**src/rtl/branch_resolve_queue.sv**
```systemverilog
// In-order queue of in-flight branch predictions. Each resolve produces a
// one-cycle training update and mispredict pulse, and a mispredict flushes the queue.
module branch_resolve_queue #(
    parameter int PC_WIDTH  = 8,
    parameter int DEPTH     = 4,
    parameter int CNT_WIDTH = 16
) (
    input  logic                       clk,
    input  logic                       reset,
    input  logic                       pred_valid,
    input  logic [PC_WIDTH-1:0]        pred_pc,
    input  logic                       pred_taken,
    output logic                       pred_ready,
    input  logic                       res_valid,
    input  logic                       res_taken,
    output logic                       res_ready,
    output logic                       upd_valid,
    output logic [PC_WIDTH-1:0]        upd_pc,
    output logic                       upd_outcome,
    output logic                       mispredict,
    output logic [$clog2(DEPTH):0]     occupancy,
    output logic [CNT_WIDTH-1:0]       branch_count,
    output logic [CNT_WIDTH-1:0]       mispredict_count
);
    localparam int AW = $clog2(DEPTH);
    localparam logic [AW:0] OCC_FULL = (AW+1)'(DEPTH);

    logic [PC_WIDTH-1:0] pc_mem [DEPTH];
    logic [DEPTH-1:0]    taken_mem;
    logic [AW-1:0]       head;
    logic [AW-1:0]       tail;
    logic                push;
    logic                pop;
    logic                flush;

    assign pred_ready = (occupancy < OCC_FULL);
    assign res_ready  = (occupancy != '0);
    assign push       = pred_valid && pred_ready;
    assign pop        = res_valid && res_ready;
    assign flush      = pop && (taken_mem[head] != res_taken);

    // Storage needs no reset; a flushing edge drops the wrong-path enqueue.
    always_ff @(posedge clk) begin
        if (push && !flush) begin
            pc_mem[tail]    <= pred_pc;
            taken_mem[tail] <= pred_taken;
        end
    end

    always_ff @(posedge clk or posedge reset) begin
        if (reset) begin
            head             <= '0;
            tail             <= '0;
            occupancy        <= '0;
            upd_valid        <= 1'b0;
            upd_pc           <= '0;
            upd_outcome      <= 1'b0;
            mispredict       <= 1'b0;
            branch_count     <= '0;
            mispredict_count <= '0;
        end else begin
            upd_valid  <= pop;
            mispredict <= flush;
            if (pop) begin
                upd_pc      <= pc_mem[head];
                upd_outcome <= res_taken;
                if (branch_count != '1)
                    branch_count <= branch_count + CNT_WIDTH'(1);
            end
            if (flush && mispredict_count != '1)
                mispredict_count <= mispredict_count + CNT_WIDTH'(1);

            if (flush) begin
                head      <= tail;
                occupancy <= '0;
            end else begin
                if (push)
                    tail <= tail + AW'(1);
                if (pop)
                    head <= head + AW'(1);
                case ({push, pop})
                    2'b10:   occupancy <= occupancy + (AW+1)'(1);
                    2'b01:   occupancy <= occupancy - (AW+1)'(1);
                    default: occupancy <= occupancy;
                endcase
            end
        end
    end
endmodule

```
**config.mk**
```make
export PLATFORM = sky130hd
export DESIGN_NAME = branch_resolve_queue
export DESIGN_NICKNAME = d
export VERILOG_FILES = /design/src/rtl/branch_resolve_queue.sv
export SDC_FILE = /design/constraint.sdc
export NUM_CORES = 1
export LEC_CHECK = 0
export CELL_PAD_IN_SITES_DETAIL_PLACEMENT = 0
export CELL_PAD_IN_SITES_GLOBAL_PLACEMENT = 1
export CORE_ASPECT_RATIO = 2
export CORE_MARGIN = 2
export CORE_UTILIZATION = 46
export DETAILED_ROUTE_END_ITERATION = 12
export PLACE_DENSITY = 0.88
export SETUP_SLACK_MARGIN = 0.02
export SYNTH_ARGS = -nofsm -noshare
export SYNTH_HDL_FRONTEND = slang
export SYNTH_SLANG_ARGS = --single-unit
export TNS_END_PERCENT = 100
```
**constraint.sdc**
```tcl
create_clock -name clk -period 6.2 [get_ports clk]
set_input_delay 0.62 -clock clk [delete_from_list [all_inputs] [get_ports clk]]
set_output_delay 0.62 -clock clk [all_outputs]
set_load 0.005 [all_outputs]
```
==> results of run 1 <==
-- power by group through the flow --
stage	clock, mW	sequential [mW]	combinational (mW)
final	0.560	0.878	0.622
after global routing	0.593	0.903	0.693
after CTS	0.571	0.882	0.629
after detailed placement	0	0.892	0.624
after global placement	0	0.883	0.610
after floorplan	0	0.833	0.404
-- stage by stage --
step                      hold WS [ns]  utilization  worst slack [ns]
final                            0.475        0.594              3.53
after floorplan                  0.470            -              3.99
after global routing             0.502        0.594              3.32
after detailed placement         0.465        0.555              3.33
after global placement           0.466        0.555              3.40
after CTS                        0.482        0.594              3.51
-- registers in the layout, summed over array words and instances (netlist names) --
register          cells
upd_valid             1
taken_mem             4
upd_pc                8
occupancy             3
pc_mem               32
mispredict_count     16
tail                  2
branch_count         16
head                  2
mispredict            1
upd_outcome           1
-- cells in the final DEF (no fill, tap or decap), types with 3 or more instances in the layout --
master | Yosys | final
and3_1 | 6 | 6
and4_1 | 5 | 5
a21oi_1 | 7 | 7
nor2_1 | 8 | 8
nand2_1 | 50 | 50
clkdlybuf4s50_1 | 0 | 61
xor2_1 | 16 | 16
nand4_1 | 9 | 9
mux4_2 | 8 | 8
inv_1 | 10 | 9
nor3_1 | 9 | 9
dfrtp_1 | 50 | 50
mux2_2 | 6 | 6
nand3_1 | 12 | 12
inv_6 | 0 | 3
edfxtp_1 | 36 | 36
ha_1 | 6 | 6
clkbuf_16 | 0 | 9
nor3_2 | 5 | 5
o21ai_0 | 3 | 3
xnor2_1 | 13 | 13
-- metal layers --
metal | GRT usage | wire length (um)
met1 | 0.217 | 2910
met2 | 0.326 | 4400
met3 | 0.0422 | 273
met4 | 0.0833 | 170
met5 | 0 | 0
-- cell families (layout without fill, tap and decap cells) --
family / after synthesis / after routing / share of synthesized area
adders and majority gates: 7 / 7 / 0.0248
muxes: 17 / 17 / 0.0736
AOI/OAI and AO/OA: 22 / 22 / 0.0437
buffers and inverters: 21 / 90 / 0.0244
and+or+nand+nor: 115 / 115 / 0.156
DFF: 86 / 86 / 0.607
xor gates and xnor gates: 30 / 30 / 0.0704
-- cell type report --
type	instances	area, sq um	share of cell area
Sequential cell	86	2330	0.481
Inverter	11	41.3	0.00851
Multi-Input combinational cell	191	1420	0.292
Clock inverter	7	87.6	0.0180
Tap cell	98	123	0.0253
Timing Repair Buffer	63	626	0.129
Clock buffer	9	225	0.0464
-- worst min-delay path: stages (launching register included) --
cell     delay, ns
dfrtp_1       0.34
nand2_1       0.05
nand2_1       0.05
-- worst max path at each step --
stage | to | slack (ns) | cells past startpoint
2_1_floorplan | pc_mem[0][0]$_DFFE_PP_ | 3.99 | 6
3_3_place_gp | pc_mem[0][0]$_DFFE_PP_ | 3.40 | 4
3_5_place_dp | pc_mem[3][1]$_DFFE_PP_ | 3.33 | 4
4_1_cts | pc_mem[1][4]$_DFFE_PP_ | 3.51 | 4
5_1_grt | pc_mem[3][4]$_DFFE_PP_ | 3.32 | 4
6_report | pc_mem[1][4]$_DFFE_PP_ | 3.53 | 4
==> key figures, run 1 <==
Outcome
  – Outcome: complete, no violations

Power
  – Net switching power: 668 uW
  – Combinational Power Share: 0.302
  – Power density cells: 424 nW/um^2
  – Sw Ratio: 0.324
  – Int Power: 1.39 mW
  – Final Power: 2.06 mW
  – Leakage: 1.99 nW
  – Max VDD drop: 253 uV
  – Share of power burned in registers: 0.426
  – Clock power frac: 0.272

Layout
  – P&R area growth vs syn: 26.4%
  – Fill cells: 640
  – Final instance area: 4850 sq um
  – Layout cell share with drive strength beyond 1: 0.136
  – Non-Filler Instances: 465
  – Final #Nets: 383
  – Antenna diode count: 0

Clock tree
  – CTS sink cnt: 86
  – Later-pin clock latency in the skew report: 0.34 ns
  – Number of CTS-inserted buffers: 9
  – TritonCTS clock tree: yes
  – H-tree Lvls: 3
  – Hold Buf Count CTS: 0
  – Clk buf depth: 2
  – Setup repair bufs after CTS: 0
  – Root Buffer: clkbuf_16
  – Worst-path clk slew: 0.07 ns
  – Post-cts resize count: 0

Placed design
  – DP HPWL: 5.62 mm
  – Area after DPL: 4540 sq um
  – GPL Wtd Cong: 0.795
  – Port Buffer Count: 61
  – Dpl cells: 449

STA
  – Final Critical Period: 2.67 ns
  – Setup TNS: 0 ns
  – Unrepaired setup endpoints after global routing: false
  – Fin crit share: 0.430
  – Slew Limit Fails: 0
  – Setup violations, final: 0
  – Fin. Hold Viols: 0
  – Slew HR: 0.500
  – Slew @ Worst Pin: 0.751 ns
  – FMAX: 375 MHz
  – Skew final: 0.00557 ns

Floorplanning
  – Die area: 9140 sq um
  – Die width: 68.6 um
  – Rows: 47
  – I/O pins: 62
  – Core box area: 8170 sq um
  – Starting density of the core: 0.470
  – Die height: 133 um

Critical path
  – Crit path max-delay family: flip-flops
  – Crit end category: register
  – Flop2flop setup slack: 3.53 ns
  – Critical path startpoint category: register
  – FF-to-FF End: pc_mem[1][4]$_DFFE_PP_
  – Crit Reg-Reg Startpoint: head[1]$_DFFE_PP0P_
  – Worst Path Max Fanout: 15
  – Reg2Reg Depth: 4
  – Worst path cell trace: mux2i_1, xnor2_2, o211ai_2, and3_1
  – Critical Path AT: 2.66 ns
  – Slowest cell delay on critical path: 0.66 ns
  – Setup Crit Path Kind: register to register
  – WP data required: 6.19 ns
  – Crit. Startpoint: head[1]$_DFFE_PP0P_
  – Buf+Inv Stages, Crit Path: 0
  – Slowest cell on crit path: dfrtp_1

Synthesis
  – Synth top area share: 0.326
  – Synth Warn #: 0
  – Number of synthesized flops with an enable pin: 36
  – Sequential area share after synthesis: 0.607
  – Post-synthesis cell type count: 47
  – Synth Cell Area: 3840 sq um
  – Synth top area cells: dfrtp_1, edfxtp_1, nand2_1
  – Synthesized flop and latch total: 86
  – Top cell type by total area after synthesis: dfrtp_1
  – Syn Nets: 319
  – Ys flop type: dfrtp_1
  – Commonest cells in the netlist: dfrtp_1, nand2_1, edfxtp_1
  – Synthesized netlist cell count: 298
  – Syn avg cell area: 12.9 sq um
  – Ys async rst share: 0.581

Flow run
  – Max-Cap Viols: 0

Min path
  – Worst min path class: register to register
  – Hold path startpoint: upd_outcome$_DFFE_PP0P_
  – Hold EP: upd_outcome$_DFFE_PP0P_
  – WHS Path Cells: 2

Drt
  – First DRT Iteration DRCs: 126
  – Total vias in the final route: 2471
  – Antenna viol nets, final: 0
  – Final WL: 7.76 mm
  – Residual DRC: 0
  – Vias/cell: 5.31
  – Pre-Repair DR Iteration Count: 4
  – Avg WL per Cell: 16.7 um

GRT
  – Global route overflow: 0
  – First-pass GRT wire length: 12.8 mm
  – Vias in the first global route: 2538
  – Largest net degree at the start of global routing: 51
  – Global Route Usage Sum: 0.190
  – Initial antenna violation count: 0
(Power assumes the default switching activity.)
==> inputs of run 2 (changes only) <==
--- a/config.mk
+++ b/config.mk
@@ -9,9 +9,9 @@
 export CELL_PAD_IN_SITES_GLOBAL_PLACEMENT = 1
 export CORE_ASPECT_RATIO = 2
 export CORE_MARGIN = 2
-export CORE_UTILIZATION = 46
+export CORE_UTILIZATION = 43
 export DETAILED_ROUTE_END_ITERATION = 12
-export PLACE_DENSITY = 0.88
+export PLACE_DENSITY = 0.83
 export SETUP_SLACK_MARGIN = 0.02
 export SYNTH_ARGS = -nofsm -noshare
 export SYNTH_HDL_FRONTEND = slang
==> constraint.sdc (replaced) <==
create_clock -name clk -period 2.7 [get_ports clk]
set_input_delay 0.27 -clock clk [delete_from_list [all_inputs] [get_ports clk]]
set_output_delay 0.27 -clock clk [all_outputs]
set_load 0.005 [all_outputs]
==> key figures, run 2 (synthesis results as in run 1) <==
Layout
  – Largest Register: pc_mem
  – Antenna diode count: 0 (unchanged)
  – Leading cell types in the layout, fill and taps excluded: clkdlybuf4s50_1, nand2_1, dfrtp_1
  – Max reg flops: 32 (unchanged)
  – Multi-input logic area: 1420 sq um (unchanged)
  – Layout cell share with drive strength beyond 1: 0.150 (+0.0135)
  – Largest registers: pc_mem (32), branch_count (16), mispredict_count (16)
  – Fill cells: 764 (+19%)
  – Commonest non-fill, non-tap cell in the layout: clkdlybuf4s50_1
  – Register area: 2330 sq um (unchanged)
  – Final #Nets: 390 (+1.8%)
  – P&R area growth vs syn: 27.8%

STA
  – Worst setup slack after layout: 0.427 ns (-3.10 ns)
  – FMAX: 440 MHz (+17%)
  – Fin crit share: 0.842 (+0.411)
  – Setup violations, final: 0 (unchanged)
  – Slew HR: 0.618 (+0.118)
  – Fin. Hold Viols: 0 (unchanged)
  – Final Critical Period: 2.27 ns (-0.396 ns)
  – Skew final: 0.00447 ns (-0.00110 ns)
  – Setup TNS: 0 ns (unchanged)
  – Unrepaired setup endpoints after global routing: false
  – Slew Limit Fails: 0 (unchanged)
  – Slew @ Worst Pin: 0.573 ns (-0.178 ns)

Drt
  – Final WL: 7.95 mm (+2.4%)
  – Avg WL per Cell: 16.8 um (+0.49%)
  – Vias/cell: 5.30 (-0.27%)
  – Pre-Repair DR Iteration Count: 4 (unchanged)
  – Antenna viol nets, final: 0 (unchanged)
  – Residual DRC: 0 (unchanged)
  – First DRT Iteration DRCs: 100 (-21%)
  – Total vias in the final route: 2512 (+1.7%)

Critical path
  – Crit. Startpoint: head[1]$_DFFE_PP0P_
  – Critical path startpoint category: register
  – Worst path cell trace: mux2i_1, xnor2_2, o211ai_2, buf_4, nor3_1, mux2_2
  – Crit path max-delay family: multiplexers
  – Crit end category: register
  – Worst Path Max Fanout: 12 (-3)
  – FF-to-FF End: mispredict_count[14]$_DFFE_PP0P_
  – Slowest cell delay on critical path: 0.64 ns (-0.02 ns)
  – Crit path depth: 6 (+2)
  – Buf+Inv Stages, Crit Path: 1 (+1)
  – Crit Reg-Reg Startpoint: head[1]$_DFFE_PP0P_
  – Flop2flop setup slack: 0.43 ns (-3.10 ns)
  – WP data required: 2.92 ns (-3.27 ns)
  – Setup Crit Path Kind: register to register
  – Slowest cell on crit path: dfrtp_1
  – Critical Path AT: 2.49 ns (-0.17 ns)
  – Reg2Reg Depth: 6 (+2)

Floorplanning
  – I/O pins: 62 (unchanged)
  – Die height: 138 um (+3.3%)
  – Die width: 70.8 um (+3.2%)
  – Rows: 48 (+2.1%)
  – Die area: 9750 sq um (+6.7%)
  – Starting density of the core: 0.444 (-0.0258)
  – Core box area: 8650 sq um (+5.8%)

GRT
  – Initial antenna violation count: 0 (unchanged)
  – Largest net degree at the start of global routing: 22 (-57%)
  – Global Route Usage Sum: 0.175 (-0.0147)
  – Global route overflow: 0 (unchanged)
  – First-pass GRT wire length: 13.0 mm (+1.4%)
  – Vias in the first global route: 2591 (+2.1%)

Placed design
  – Dpl ws: 0.370 ns (-2.96 ns)
  – DP HPWL: 5.97 mm (+6.2%)
  – Port Buffer Count: 61 (unchanged)
  – GPL Wtd Cong: 0.769 (-3.3%)

Power
  – Sw Ratio: 0.318 (-0.00662)
  – Max VDD drop: 584 uV (+130%)
  – Net switching power: 1.50 mW (+120%)
  – Combinational Power Share: 0.319 (+0.017)
  – Int Power: 3.22 mW (+130%)
  – Share of power burned in registers: 0.419 (-0.007)
  – Clock power frac: 0.262 (-0.010)
  – Power density cells: 961 nW/um^2 (+130%)
  – Leakage: 2.01 nW (+1.2%)

Flow run
  – Max-Cap Viols: 0 (unchanged)

Min path
  – Worst min path class: input pin to asynchronous set/reset pin

Outcome
  – Outcome: complete, no violations

Clock tree
  – Clk buf depth: 2 (unchanged)
  – H-tree Lvls: 3 (unchanged)
  – Post-cts resize count: 0 (unchanged)
  – Later-pin clock latency in the skew report: 0.34 ns (about the same)
  – Hold Buf Count CTS: 0 (unchanged)
  – Number of CTS-inserted buffers: 9 (unchanged)
  – Root Buffer: clkbuf_16
  – Setup repair bufs after CTS: 0 (unchanged)
  – TritonCTS clock tree: yes
  – CTS sink cnt: 86 (unchanged)
  – Worst-path clk slew: 0.06 ns (about the same)
run 2: cell count changes in the layout (fill, tap and decap cells not counted):
cell,delta
buf_12,+1
clkinvlp_4,+2
clkbuf_1,+1
clkinv_4,+1
inv_8,-2
inv_6,-2
buf_4,+6
run 2: through the flow:
stage / hold WS, ns / cell area, sq um / instances / util / total power [mW]
floorplan: 0.369 / 3840 / 298 / - / 2.84
global placement: 0.465 / 4610 / 458 / 0.533 / 3.48
detailed placement: 0.470 / 4610 / 458 / 0.533 / 3.53
CTS: 0.229 / 4910 / 474 / 0.568 / 4.79
global route: 0.274 / 4910 / 474 / 0.568 / 5.00
finish: 0.227 / 4910 / 474 / 0.568 / 4.72
run 2: worst max-delay path by stage:
| stage | endpoint | slack [ns] |
|---|---|---|
| global route | mispredict_count[14]$_DFFE_PP0P_ | 0.25 |
| floorplan | pc_mem[0][0]$_DFFE_PP_ | 0.63 |
| finish | mispredict_count[14]$_DFFE_PP0P_ | 0.43 |
| CTS | mispredict_count[14]$_DFFE_PP0P_ | 0.40 |
| detailed placement | mispredict_count[14]$_DFFE_PP0P_ | 0.37 |
| global placement | mispredict_count[14]$_DFFE_PP0P_ | 0.45 |
run 2: power by group through the flow:
stage	Clock, mW	Combinational (mW)	Sequential [mW]
2_1_floorplan	0	0.927	1.91
3_3_place_gp	0	1.49	1.99
3_5_place_dp	0	1.53	2.00
4_1_cts	1.27	1.54	1.98
5_1_grt	1.31	1.66	2.03
6_report	1.24	1.50	1.98
run 2: metal layers:
metal	GRT usage	wire length [um]	vias to the layer above
met2	0.320	4660	38
li1	-	-	1210
met4	0.0881	154	0
met1	0.189	2950	1254
met5	0	0	-
met3	0.0344	185	10
run 2: cell type report:
class	count	share of cell area
flip-flops and latches	86	0.475
multi-input cells	191	0.289
repair buffers	70	0.141
clock buffers	10	0.0466
well taps	100	0.0255
clock inverters	6	0.0145
inverters	11	0.00841
